`config.mk`:
```
export PLATFORM = sky130hd
export DESIGN_NAME = fetch_queue
export DESIGN_NICKNAME = d
export VERILOG_FILES = /design/src/rtl/riscv_pkg.sv /design/src/rtl/sync_fifo.sv /design/src/rtl/fetch_queue.sv
export SDC_FILE = /design/constraint.sdc
export NUM_CORES = 1
export LEC_CHECK = 0
export ABC_CLOCK_PERIOD_IN_PS = 5240
export BUFFER_PORTS_ARGS = -buffer_cell sky130_fd_sc_hd__buf_2
export CORE_MARGIN = 3
export CORE_UTILIZATION = 54
export DETAILED_ROUTE_END_ITERATION = 6
export GPL_TIMING_DRIVEN = 0
export PLACE_DENSITY_LB_ADDON = 0.08
export SLEW_MARGIN = 10
export SYNTH_ARGS = -nofsm -noshare
export SYNTH_HDL_FRONTEND = slang
export SYNTH_SLANG_ARGS = --single-unit
```
`constraint.sdc`:
```
create_clock -name clock -period 5.24 [get_ports clock]
set_input_delay 1.048 -clock clock [delete_from_list [all_inputs] [get_ports clock]]
set_output_delay 1.048 -clock clock [all_outputs]
set_load 0.01 [all_outputs]
```
`src/rtl/riscv_pkg.sv`:
```
// Shared RISC-V definitions used by the fetch and decode stages.
package riscv_pkg;

    localparam logic [31:0] NOP_INSTR = 32'h00000013;

    // Major opcodes already used by decode.
    localparam logic [6:0] R_TYPE = 7'b0110011;
    localparam logic [6:0] I_TYPE = 7'b0010011;
    localparam logic [6:0] LOAD   = 7'b0000011;
    localparam logic [6:0] STORE  = 7'b0100011;
    localparam logic [6:0] BRANCH = 7'b1100011;
    localparam logic [6:0] JALR   = 7'b1100111;
    localparam logic [6:0] JAL    = 7'b1101111;
    localparam logic [6:0] AUIPC  = 7'b0010111;
    localparam logic [6:0] LUI    = 7'b0110111;

    function automatic logic [6:0] opcode_of(input logic [31:0] word);
        return word[6:0];
    endfunction

endpackage

```
`src/rtl/sync_fifo.sv`:
```
// Small synchronous FIFO with flush; head is read combinationally from storage.
module sync_fifo #(
    parameter int WIDTH = 8,
    parameter int DEPTH = 2
) (
    input  logic                       clock,
    input  logic                       reset,
    input  logic                       push,
    input  logic                       pop,
    input  logic                       flush,
    input  logic [WIDTH-1:0]           din,
    output logic [WIDTH-1:0]           dout,
    output logic                       full,
    output logic                       empty,
    output logic [$clog2(DEPTH+1)-1:0] count
);

    localparam int AW = $clog2(DEPTH);
    localparam int CW = $clog2(DEPTH+1);

    logic [WIDTH-1:0] r_mem [DEPTH];
    logic [AW-1:0]    r_wr_ptr;
    logic [AW-1:0]    r_rd_ptr;
    logic [CW-1:0]    r_count;
    logic             w_do_push;
    logic             w_do_pop;

    assign full      = (r_count == CW'(DEPTH));
    assign empty     = (r_count == '0);
    assign count     = r_count;
    assign dout      = r_mem[r_rd_ptr];
    assign w_do_pop  = pop && !empty;
    assign w_do_push = push && (!full || w_do_pop);

    always_ff @(posedge clock) begin
        if (w_do_push) begin
            r_mem[r_wr_ptr] <= din;
        end
    end

    // Pointers wrap naturally because DEPTH is a power of two.
    always_ff @(posedge clock) begin
        if (!reset || flush) begin
            r_wr_ptr <= '0;
            r_rd_ptr <= '0;
            r_count  <= '0;
        end else begin
            if (w_do_push) begin
                r_wr_ptr <= r_wr_ptr + 1'b1;
            end
            if (w_do_pop) begin
                r_rd_ptr <= r_rd_ptr + 1'b1;
            end
            r_count <= r_count + CW'(w_do_push) - CW'(w_do_pop);
        end
    end

endmodule

```
`src/rtl/fetch_queue.sv`:
```
// Instruction fetch front end: credit-limited sequential requests, in-order
// responses buffered with their PC, stale responses dropped after a redirect.
module fetch_queue
    import riscv_pkg::*;
#(
    parameter int                    ADDRESS_BITS    = 16,
    parameter logic [ADDRESS_BITS-1:0] RESET_PC      = '0,
    parameter int                    FIFO_DEPTH      = 2,
    parameter int                    MAX_OUTSTANDING = 2
) (
    input  logic                    clock,
    input  logic                    reset,
    output logic                    imem_req_valid,
    output logic [ADDRESS_BITS-1:0] imem_req_addr,
    input  logic                    imem_req_ready,
    input  logic                    imem_rsp_valid,
    input  logic [31:0]             imem_rsp_data,
    output logic                    instr_valid,
    output logic [ADDRESS_BITS-1:0] PC,
    output logic [31:0]             instr,
    input  logic                    decode_ready,
    input  logic                    next_PC_select,
    input  logic [ADDRESS_BITS-1:0] target_PC
);

    localparam int OW  = $clog2(MAX_OUTSTANDING+1);
    localparam int FCW = $clog2(FIFO_DEPTH+1);
    localparam int EW  = ADDRESS_BITS + 32;

    logic [ADDRESS_BITS-1:0] r_req_pc;
    logic [ADDRESS_BITS-1:0] r_rsp_pc;
    logic [OW-1:0]           r_outstanding;
    logic [OW-1:0]           r_drop_count;

    logic [FCW-1:0]          w_fifo_count;
    logic                    w_fifo_empty;
    logic                    w_fifo_full;
    logic [EW-1:0]           w_fifo_dout;
    logic                    w_pop;
    logic                    w_redirect;
    logic                    w_rsp_fire;
    logic                    w_req_fire;
    logic                    w_push;
    logic                    w_credit_ok;
    logic [OW-1:0]           w_out_after_rsp;
    logic [ADDRESS_BITS-1:0] w_target_aligned;

    assign w_pop            = instr_valid && decode_ready;
    assign w_redirect       = w_pop && next_PC_select;
    assign w_target_aligned = target_PC & ~(ADDRESS_BITS'(3));

    // Outstanding counts requests whose response may still fill the FIFO, so
    // a response can never arrive to a full buffer.
    assign w_credit_ok = (int'(r_outstanding) < MAX_OUTSTANDING) &&
                         (int'(r_outstanding) + int'(w_fifo_count) < FIFO_DEPTH);

    assign imem_req_valid = reset && !w_redirect && w_credit_ok;
    assign imem_req_addr  = r_req_pc;
    assign w_req_fire     = imem_req_valid && imem_req_ready;

    assign w_rsp_fire      = imem_rsp_valid && reset && (r_outstanding != '0);
    assign w_push          = w_rsp_fire && (r_drop_count == '0) && !w_redirect;
    assign w_out_after_rsp = r_outstanding - OW'(w_rsp_fire);

    always_ff @(posedge clock) begin
        if (!reset) begin
            r_req_pc      <= RESET_PC;
            r_rsp_pc      <= RESET_PC;
            r_outstanding <= '0;
            r_drop_count  <= '0;
        end else begin
            r_outstanding <= w_out_after_rsp + OW'(w_req_fire);
            if (w_redirect) begin
                r_req_pc     <= w_target_aligned;
                r_rsp_pc     <= w_target_aligned;
                r_drop_count <= w_out_after_rsp;
            end else begin
                if (w_req_fire) begin
                    r_req_pc <= r_req_pc + ADDRESS_BITS'(4);
                end
                if (w_push) begin
                    r_rsp_pc <= r_rsp_pc + ADDRESS_BITS'(4);
                end
                if (w_rsp_fire && (r_drop_count != '0)) begin
                    r_drop_count <= r_drop_count - 1'b1;
                end
            end
        end
    end

    sync_fifo #(
        .WIDTH (EW),
        .DEPTH (FIFO_DEPTH)
    ) u_fifo (
        .clock (clock),
        .reset (reset),
        .push  (w_push),
        .pop   (w_pop),
        .flush (w_redirect),
        .din   ({r_rsp_pc, imem_rsp_data}),
        .dout  (w_fifo_dout),
        .full  (w_fifo_full),
        .empty (w_fifo_empty),
        .count (w_fifo_count)
    );

    assign instr_valid = !w_fifo_empty;
    assign PC          = w_fifo_empty ? r_rsp_pc : w_fifo_dout[EW-1:32];
    assign instr       = w_fifo_empty ? NOP_INSTR : w_fifo_dout[31:0];

    a_drop_le_outstanding: assert property (@(posedge clock) disable iff (!reset)
        r_drop_count <= r_outstanding);

    a_no_push_when_full: assert property (@(posedge clock) disable iff (!reset)
        !(w_push && w_fifo_full && !w_pop));

    a_empty_shows_nop: assert property (@(posedge clock) disable iff (!reset)
        !instr_valid |-> (opcode_of(instr) == I_TYPE));

endmodule

```
# ---- After elaboration in Yosys (flattened, before gate mapping)
# Memory sizes are Yosys's and may differ from the RTL's. A register that Yosys moved wholly into a read port is not among the register bits.
# Cells that the tools add are included.
dict set report totals {
  ff_bits 40
  ram_bits 96
  in_bits 54
  out_inout_bits 66
  mem_count 1
}
dict set report classes {
  n_addsub 10
  order_cmp 2
  eq_ne 1
  muxes 12
  bitwise_logic 1
  reduce_logical 27
}
# memory words word_bits rd rd_ports_with_merged_regs write_ports line_no
set memory_table {}
lappend memory_table {u_fifo.r_mem 2 48 1 1 1 sync_fifo.sv:21} ;# logic [WIDTH-1:0] r_mem [DEPTH];
# op count
set ops {}
lappend ops {{$mux W16} 5}
lappend ops {{$add A16 B3 Y16 const B} 2}
lappend ops {{$mux W32} 1}
lappend ops {{$logic_and A1 B1 Y1} 13}
lappend ops {{$reduce_bool A2 Y1} 5}
lappend ops {{$add A2 B1 Y2} 2}
lappend ops {{$logic_not A1 Y1} 4}
lappend ops {{$logic_not A2 Y1} 2}
lappend ops {{$mux W1} 4}
lappend ops {{$mux W2} 2}
lappend ops {{$sub A2 B1 Y2} 2}
lappend ops {{$add A2 B2 Y3} 1}
lappend ops {{$lt A3 B2 Y1 const B} 1}
lappend ops {{$add A1 B1 Y1 const B} 2}
lappend ops {{$eq A2 B2 Y1 const B} 1}
lappend ops {{$logic_or A1 B1 Y1} 2}
lappend ops {{$lt A2 B2 Y1 const B} 1}
lappend ops {{$reduce_or A2 Y1} 1}
lappend ops {{$sub A2 B1 Y2 const B} 1}
lappend ops {{$not A1 Y1} 1}

# ---- Logic depth before layout (Yosys ltp)
# Gate-level depths: netlist (run 1).
dict set report logic_depth {
  ltp_word 10
  mapped_depth 10
  ltp_nobuf 10
}

# ---- Cells and area by module
# Synthesis (run 1) repeated with hierarchy kept, for this count alone.
dict set report hier_totals {
  hier_cells 435
  hier_area_um2 5788.1
}
# mod n_inst cells_per_inst area_per_inst_um2 seq_area_each_um2
set by_module_without_submodules {}
lappend by_module_without_submodules {sync_fifo 1 181 3708.6 2982.9}
lappend by_module_without_submodules {fetch_queue 1 254 2079.5 640.6}

# ---- Worst setup path after synthesis (run 1)
# OpenSTA, ideal clock, no wires.
dict set report synth_path {
  kind {input to register}
  from {in reset}
  to {mem u_fifo.r_mem[0][0] (netlist name), enable pin}
  t_arrival_ns 4.007
  path_slack_ns 0.778
  cell_stages 5
  cell_sequence {clkbuf_1 -> o2111a_1 -> buf_2 -> o311a_1 -> nor2b_1}
}
dict set report synth_between {
  elab_chain_len 7
}
# element line_no
set synth_lines {}
lappend synth_lines {{from (decl)} fetch_queue.sv:12} ;# input logic reset,
lappend synth_lines {{$logic_and A1 B1 Y1 (2 in series)} fetch_queue.sv:61} ;# assign w_rsp_fire = imem_rsp_valid && reset && (r_outstanding != '0);
lappend synth_lines {{$logic_and A1 B1 Y1 (2 in series)} fetch_queue.sv:62} ;# assign w_push = w_rsp_fire && (r_drop_count == '0) && !w_redirect;
lappend synth_lines {{$logic_and A1 B1 Y1} sync_fifo.sv:33} ;# assign w_do_push = push && (!full || w_do_pop);
lappend synth_lines {{via u_fifo.w_do_push} sync_fifo.sv:25} ;# logic w_do_push;
lappend synth_lines {{$mux W1} sync_fifo.sv:36} ;# if (w_do_push) begin
lappend synth_lines {{$mux W1 (implied by the code)} sync_fifo.sv:37} ;# r_mem[r_wr_ptr] <= din;
lappend synth_lines {{to (decl)} sync_fifo.sv:21}
# The timed path passes the listed nets, and every way through them passes these cells.

==> impl_metrics.ini, run 1 <==
[outcome]
status = completed

[setup_path]
cp_max_fo = 10
timing.rr.start = u_fifo.count[0]
cp.arrival_ns = 2.50
crit_required_ns = 4.19
worstSetupPathType = reg -> out
endpoint_kind = output pin
critical_path.startpoint_type = register
rr_worst_depth = 7

[power_and_ir_drop]
comb_power_share_pct = 28.2
ir_drop_uv = 280
swShare_pct = 31.7
cellPowerDensity_mw_per_mm2 = 489
p_switching_mw = 1.06
intPower_mw = 2.27
seqPwrFrac_pct = 39.7
p_leak_nw = 2.59
power.total_mw = 3.33
clkPwrFrac_pct = 32.1

[layout]
fin_nets = 632
n_fill_cell = 762
antenna_cells = 0
drive_gt1_share_pct = 26.6
area_growth_pct = 24.5
final_util_pct = 69.3
finalNonFillerCells = 716
final_area_mm2 = 0.00680

[hold_path]
worstHoldStart = u_fifo.r_rd_ptr
hold_depth = 2
hold_path_class = reg -> reg

[routing]
via_per_inst = 5.33
wl_per_cell_um = 15.7
drt_iter0_drc = 221
wirelength_um = 11200
drtAntennaViolNets = 0
drc = 0
vias = 3818
dr.pass1.iters = 4

[sta]
period_minus_slack_ns = 3.54
slew_violations = 0
setup_viol = 0
rsz0062_at_grt = no
relSlewSlack_pct = 42.4
fin_worst_skew_ns = 0.0105
worst_pin_slew_ns = 0.862
period_share_pct = 67.6
hold_viol_final = 0
fin_worst_hold_slack_ns = 0.504
timing.fmax_mhz = 282

[clock_tree]
cts_hold_buffers = 0
clkLatencyLatePin_ns = 0.50
cts_buffers = 17
clock-sinks = 129
post_cts_buffers = 0
ctsResizeCount = 0
cts-root-buf = clkbuf_8
tritoncts = built
cts.reportedPaths.clkPinSlew_ns = 0.05
cts_max_level = 4
clk_path_buf_depth = 2

[placed_design]
placedInstanceArea_mm2 = 0.00625
dp.cells = 684
gp_congestion = 0.853
hpwl_um = 7730
io_buffer_count = 112

[logic_synthesis]
synth_cells = 434
seq_area_frac_synth_pct = 64.1
ys_warn_count = 0
yosysUniqueCellTypes = 43
async_flop_share_pct = 0
synth_edf_count = 92
ys.flop_type = edfxtp_1
syn_area_mm2 = 0.00546
synth.avg_cell_area_um2 = 12.6
synth_seq_cells = 129

[global_route]
grt_pass1_wl_um = 18200
grt_use_total_pct = 20.6
grt_antenna_before_repair = 0
grt_max_degree = 27
first_global_vias = 3730
grt_overflow = 0

[die]
pin_count = 120
die_h_um = 107
dieArea_mm2 = 0.0114
core_region_area_mm2 = 0.00982
rows = 36
die_w_um = 107
start_util_pct = 55.6

[flow_run]
drv_cap = 0
## cells by family after synthesis
logic type | Yosys count | synth area share, %
mux | 48 | 8.82
flops | 129 | 64.1
other cells | 1 | 0.0686
fa+ha+maj | 8 | 1.97
compound gates | 74 | 7.76
buf+inv | 36 | 3.09
simple gates | 116 | 10.6
xor+xnor | 22 | 3.53
## flip-flops by register name, summed over array words and instances (netlist names), named ones only
name             flops
imem_req_addr       14
r_drop_count         2
u_fifo.r_rd_ptr      1
u_fifo.count         2
u_fifo.r_wr_ptr      1
r_rsp_pc            14
u_fifo.r_mem        92
r_outstanding        2
## layer usage
layer	GRT usage, %	wire length (um)	vias to the layer above
met1	26.7	4940	1829
met4	7.12	140	0
met2	33.8	5560	110
met3	5.30	578	13
li1	-	-	1866
met5	0	0	-
## path summary, 6_finish.rpt
check	end	slack (ns)
worst max register to register	imem_req_addr[15]	2.39
worst min register to register	u_fifo.r_rd_ptr	0.50
worst min-delay path	u_fifo.r_rd_ptr	0.50
worst max-delay path	PC[7]	1.70
## final cells by class
type,count,area (um^2),share of cell area [%]
Sequential cell,129,3500,51.5
Clock inverter,7,57.6,0.846
Timing Repair Buffer,114,601,8.83
Inverter,12,45.0,0.662
Clock buffer,25,495,7.28
Tap cell,133,166,2.45
Buffer,24,124,1.82
Multi-Input combinational cell,272,1810,26.6
## power by group through the flow
| stage | clock, mW | sequential [mW] | combinational, mW |
|---|---|---|---|
| 6_report | 1.07 | 1.32 | 0.940 |
| 2_1_floorplan | 0 | 1.33 | 0.572 |
| 3_5_place_dp | 0 | 1.34 | 0.945 |
| 5_1_grt | 1.13 | 1.34 | 1.05 |
| 4_1_cts | 1.09 | 1.32 | 0.954 |
| 3_3_place_gp | 0 | 1.34 | 0.921 |
## stage by stage
stage | setup slack [ns] | setup TNS [ns]
2_1_floorplan | 0.778 | 0
5_1_grt | 1.50 | 0
3_3_place_gp | -0.647 | -29.67
3_5_place_dp | 1.82 | 0
6_report | 1.70 | 0
4_1_cts | 1.60 | 0
## layout by cell type, fill, tap and decap left out, types with 5 or more instances in the layout
cell,synthesis,final
nor2_1,36,36
a31oi_1,8,8
nand4_1,8,8
xnor2_1,9,9
or3_1,8,8
mux2i_1,47,47
clkbuf_1,14,18
ha_1,7,7
a21oi_1,20,20
edfxtp_1,92,92
nand2_1,32,32
inv_1,12,12
nand3_1,10,10
dfxtp_1,37,37
o21ai_0,35,35
buf_2,1,113
clkbuf_8,1,5
clkbuf_16,0,17
xor2_1,13,13
## critical path, cell delays in order, from the launching register on
cell      delay, ns
dfxtp_1        0.30
clkbuf_1       0.47
buf_1          0.63
mux2i_1        0.16
o21ai_0        0.24
buf_2          0.18
## cell usage after synthesis, drive strengths merged, types with 2 or more instances
cell type / instances / area (um^2)
clkbuf: 15 / 66.3
a21oi: 20 / 100
nor2b: 2 / 12.5
or3: 10 / 68.8
nand3: 10 / 50.1
dfxtp: 37 / 741
and4: 4 / 36.3
o21ai: 35 / 175
nand4: 8 / 50.1
edfxtp: 92 / 2760
buf: 9 / 57.6
xor2: 13 / 114
nor4b: 2 / 23.8
nand2: 32 / 120
a31oi: 8 / 50.1
xnor2: 9 / 78.8
a21boi: 2 / 15.0
inv: 12 / 45.0
mux2i: 47 / 470
and2: 4 / 25.0
o2111a: 2 / 22.5
ha: 7 / 87.6
and3: 3 / 18.8
a41o: 2 / 20.0
nor4: 3 / 18.8
o211ai: 2 / 15.0
nor2: 36 / 135
Power figures use the tool's default switching activity.
==> inputs of run 2 (changes only) <==
Settings changed: ABC_CLOCK_PERIOD_IN_PS 5240 to 3500.
Clock period 5.24 ns to 3.5 ns, I/O delays scaled along.
==> impl_metrics.ini, run 2 (synthesis results as in run 1) <==
[clock_tree]
cts_hold_buffers = 0
tritoncts = built
cts-root-buf = clkbuf_8
clock-sinks = 129
cts_max_level = 4
clkLatencyLatePin_ns = 0.51
cts.reportedPaths.clkPinSlew_ns = 0.06
post_cts_buffers = 0
clk_path_buf_depth = 2
cts_buffers = 17
ctsResizeCount = 0

[routing]
drc = 0
drtAntennaViolNets = 0
met1_length_um = 4780
wl_per_cell_um = 15.9
dr.pass1.iters = 4
maxUsedRoutingLayer = met4
drt_iter0_drc = 200
vias = 3808
via_per_inst = 5.32
wirelength_um = 11400
wl_met3_um = 671
met2_length_um = 5740

[power_and_ir_drop]
cellPowerDensity_mw_per_mm2 = 751
p_leak_nw = 2.60
ir_drop_uv = 385

[die]
rows = 36
core_region_area_mm2 = 0.00982
die_w_um = 107
die_h_um = 107
pin_count = 120
dieArea_mm2 = 0.0114
start_util_pct = 55.6

[setup_path]
worstSetupPathType = reg -> out
cp.arrival_ns = 2.51
crit_required_ns = 2.80
cp_max_fo = 10
rr_worst_depth = 7
cp_num_buf_inv = 3
critical_path.startpoint_type = register
slowest_delay_ns = 0.63
path_depth = 5
crit_chain = clkbuf_1 -> buf_1 -> mux2i_1 -> o21ai_0 -> buf_2
critPathSlowestCell = buf_1
crit_family = buffers and inverters
endpoint_kind = output pin

[placed_design]
gp_congestion = 0.848
placedInstanceArea_mm2 = 0.00625
io_buffer_count = 112
hpwl_um = 7860
dp_slack_ns = 0.450

[layout]
final_area_mm2 = 0.00687
layout_common_cells = buf_2, edfxtp_1, mux2i_1, dfxtp_1, nor2_1
regMostFlops = u_fifo.r_mem
final_common_cell = buf_2
antenna_cells = 0
drive_gt1_share_pct = 27.4
area_growth_pct = 25.7
fin_nets = 632
largest_reg_flops = 92

[global_route]
grt_max_degree = 30
grt_pass1_wl_um = 18400
grt_antenna_before_repair = 0
grt_use_total_pct = 21.0
grt_overflow = 0
first_global_vias = 3856

[hold_path]
hold_depth = 1
hold_path_class = in -> reg

[sta]
period_minus_slack_ns = 3.21
timing.fmax_mhz = 312
slew_violations = 0
rsz0062_at_grt = no
period_share_pct = 91.7
fin_worst_skew_ns = 0.00833
relSlewSlack_pct = 43.8
setup_viol = 0
hold_viol_final = 0
finalWorstSetupSlack_ns = 0.290
worst_pin_slew_ns = 0.841

[flow_run]
drv_cap = 0

[outcome]
status = completed
-- run 2: worst paths after layout --
kind	startpoint	endpoint	slack, ns
min reg2reg	u_fifo.r_rd_ptr	u_fifo.r_rd_ptr	0.50
max reg2reg	u_fifo.count[0]	imem_req_addr[15]	0.67
min	imem_rsp_data[4]	u_fifo.r_mem[0][4]	0.38
max	register	PC[7]	0.29
-- run 2: through the flow --
stage | utilization [%] | TNS (ns) | std cells | hold WS, ns | total power, mW
after floorplan | - | 0 | 437 | 0.455 | 2.84
after global placement | 63.2 | -55.22 | 682 | 0.467 | 3.37
after detailed placement | 63.6 | 0 | 684 | 0.488 | 3.42
after CTS | 69.9 | 0 | 716 | 0.356 | 5.21
after global routing | 69.9 | 0 | 716 | 0.342 | 5.44
final | 69.9 | 0 | 716 | 0.379 | 5.16
-- run 2: routing by layer --
layer	up-vias	track usage [%]
met1	1799	25.8
met3	14	5.84
met2	120	35.4
met5	-	0
met4	0	8.04
li1	1875	-
-- run 2: cell type report --
cell class              instances  area (um^2)
multi-input cells             272         1810
fillers                       788         2950
flip-flops and latches        129         3500
clock inverters                14          189
well taps                     133          166
inverters                      12         45.0
clock buffers                  18          428
repair buffers                114          601
plain buffers                  24          124
-- run 2: where the power goes --
group | switching [mW] | internal [mW]
Sequential | 0.149 | 1.83
Combinational | 0.852 | 0.543
Clock | 0.611 | 1.17
==> inputs of run 3 (changes only) <==
Settings changed: CORE_ASPECT_RATIO set to 1.5, CORE_UTILIZATION 54 to 56, CTS_BUF_LIST set to sky130_fd_sc_hd__clkbuf_8.
==> impl_metrics.ini, run 3 (synthesis results as in run 1) <==
[layout]
final_common_cell = buf_2
n_fill_cell = 705
antenna_cells = 0
drive_gt1_share_pct = 26.8
layout_common_cells = buf_2, edfxtp_1, mux2i_1, dfxtp_1, nor2_1
final_util_pct = 70.4
finalNonFillerCells = 695
fin_nets = 632
area_growth_pct = 20.6
regMostFlops = u_fifo.r_mem
final_area_mm2 = 0.00659
largest_reg_flops = 92

[clock_tree]
ctsResizeCount = 0
cts.reportedPaths.clkPinSlew_ns = 0.07
cts_buffers = 17
cts_hold_buffers = 0
post_cts_buffers = 0
clkLatencyLatePin_ns = 0.43
clk_path_buf_depth = 2
tritoncts = built
clock-sinks = 129
cts-root-buf = clkbuf_8
cts_max_level = 4

[routing]
vias = 3843
wl_per_cell_um = 16.1
drtAntennaViolNets = 0
dr.pass1.iters = 5
drt_iter0_drc = 232
via_per_inst = 5.53
wirelength_um = 11200
drc = 0
met1_length_um = 4240
maxUsedRoutingLayer = met4
met2_length_um = 5920
wl_met3_um = 710

[power_and_ir_drop]
cellPowerDensity_mw_per_mm2 = 685
seqPwrFrac_pct = 43.7
clkPwrFrac_pct = 25.1
intPower_mw = 2.99
power.total_mw = 4.52
p_switching_mw = 1.52
swShare_pct = 33.7
comb_power_share_pct = 31.2
ir_drop_uv = 410
p_leak_nw = 2.53

[sta]
period_share_pct = 91.0
fin_worst_skew_ns = 0.0102
rsz0062_at_grt = no
setup_viol = 0
period_minus_slack_ns = 3.18
slew_violations = 0
timing.fmax_mhz = 314
fin_worst_hold_slack_ns = 0.458
relSlewSlack_pct = 39.9
hold_viol_final = 0
setup_tns_ns = 0
finalWorstSetupSlack_ns = 0.316
worst_pin_slew_ns = 0.899

[setup_path]
cp.arrival_ns = 2.48
crit_chain = clkbuf_1 -> buf_1 -> mux2i_1 -> o21ai_0 -> buf_2
cp_max_fo = 10
worstSetupPathType = reg -> out
critPathSlowestCell = buf_1
reg2reg_setup_slack_ns = 0.63
endpoint_kind = output pin
crit_required_ns = 2.80
slowest_delay_ns = 0.63
critical_path.startpoint_type = register
rr_worst_depth = 7

[hold_path]
hold_path_class = in -> reg
hold_depth = 1

[die]
die_w_um = 86.6
start_util_pct = 58.4
core_region_area_mm2 = 0.00936
die_h_um = 127
dieArea_mm2 = 0.0110
rows = 43
pin_count = 120

[global_route]
first_global_vias = 3879
grt_overflow = 0
grt_use_total_pct = 21.3
grt_antenna_before_repair = 0
grt_pass1_wl_um = 18000
grt_max_degree = 32

[placed_design]
placedInstanceArea_mm2 = 0.00622
io_buffer_count = 112
gp_congestion = 0.782
hpwl_um = 8100
dp.cells = 663
dp_slack_ns = 0.487

[flow_run]
drv_cap = 0

[outcome]
status = completed
run 3: changes by cell type in the layout (fill, tap and decap cells not counted):
cell,previous run,this run
clkbuf_16,16,0
clkinv_2,2,4
bufinv_16,4,1
inv_1,12,17
clkbuf_8,3,22
inv_4,0,1
clkinv_4,2,0
clkinv_1,1,0
clkinvlp_4,5,0
run 3: final timing paths:
check | startpoint | endpoint
max | register | PC[8]
min | imem_rsp_data[2] | u_fifo.r_mem[1][2]
max reg2reg | u_fifo.count[0] | imem_req_addr[14]
min reg2reg | u_fifo.r_rd_ptr | u_fifo.r_rd_ptr
run 3: cell type report:
class,instances,area (um^2),share of cell area [%]
buffer,24,124,1.88
clock buffer,21,289,4.39
clock inverter,11,75.1,1.14
inverter,12,45.0,0.684
multi-input combinational,272,1810,27.5
sequential,129,3500,53.2
tap,112,140,2.13
timing repair buffer,114,601,9.12
run 3: worst max-delay path, delay by kind of cell, from the launching register on:
| kind | cells | cell delay [ns] |
|---|---|---|
| flip-flops | 1 | 0.31 |
| multiplexers | 1 | 0.15 |
| AO/OA/AOI/OAI | 1 | 0.28 |
| buffers and inverters | 3 | 1.32 |
run 3: power groups by stage:
stage	combinational, mW	sequential [mW]	clock, mW
floorplan	0.858	1.98	0
global placement	1.38	1.99	0
detailed placement	1.43	2.00	0
CTS	1.43	1.97	1.16
global route	1.56	1.99	1.22
finish	1.41	1.97	1.14
run 3: per-layer routing:
layer  vias to the layer above  track usage, %
li1                       1869               -
met1                      1827            22.7
met2                       123            38.2
met3                        24            6.37
met4                         0            9.17
met5                         -               0
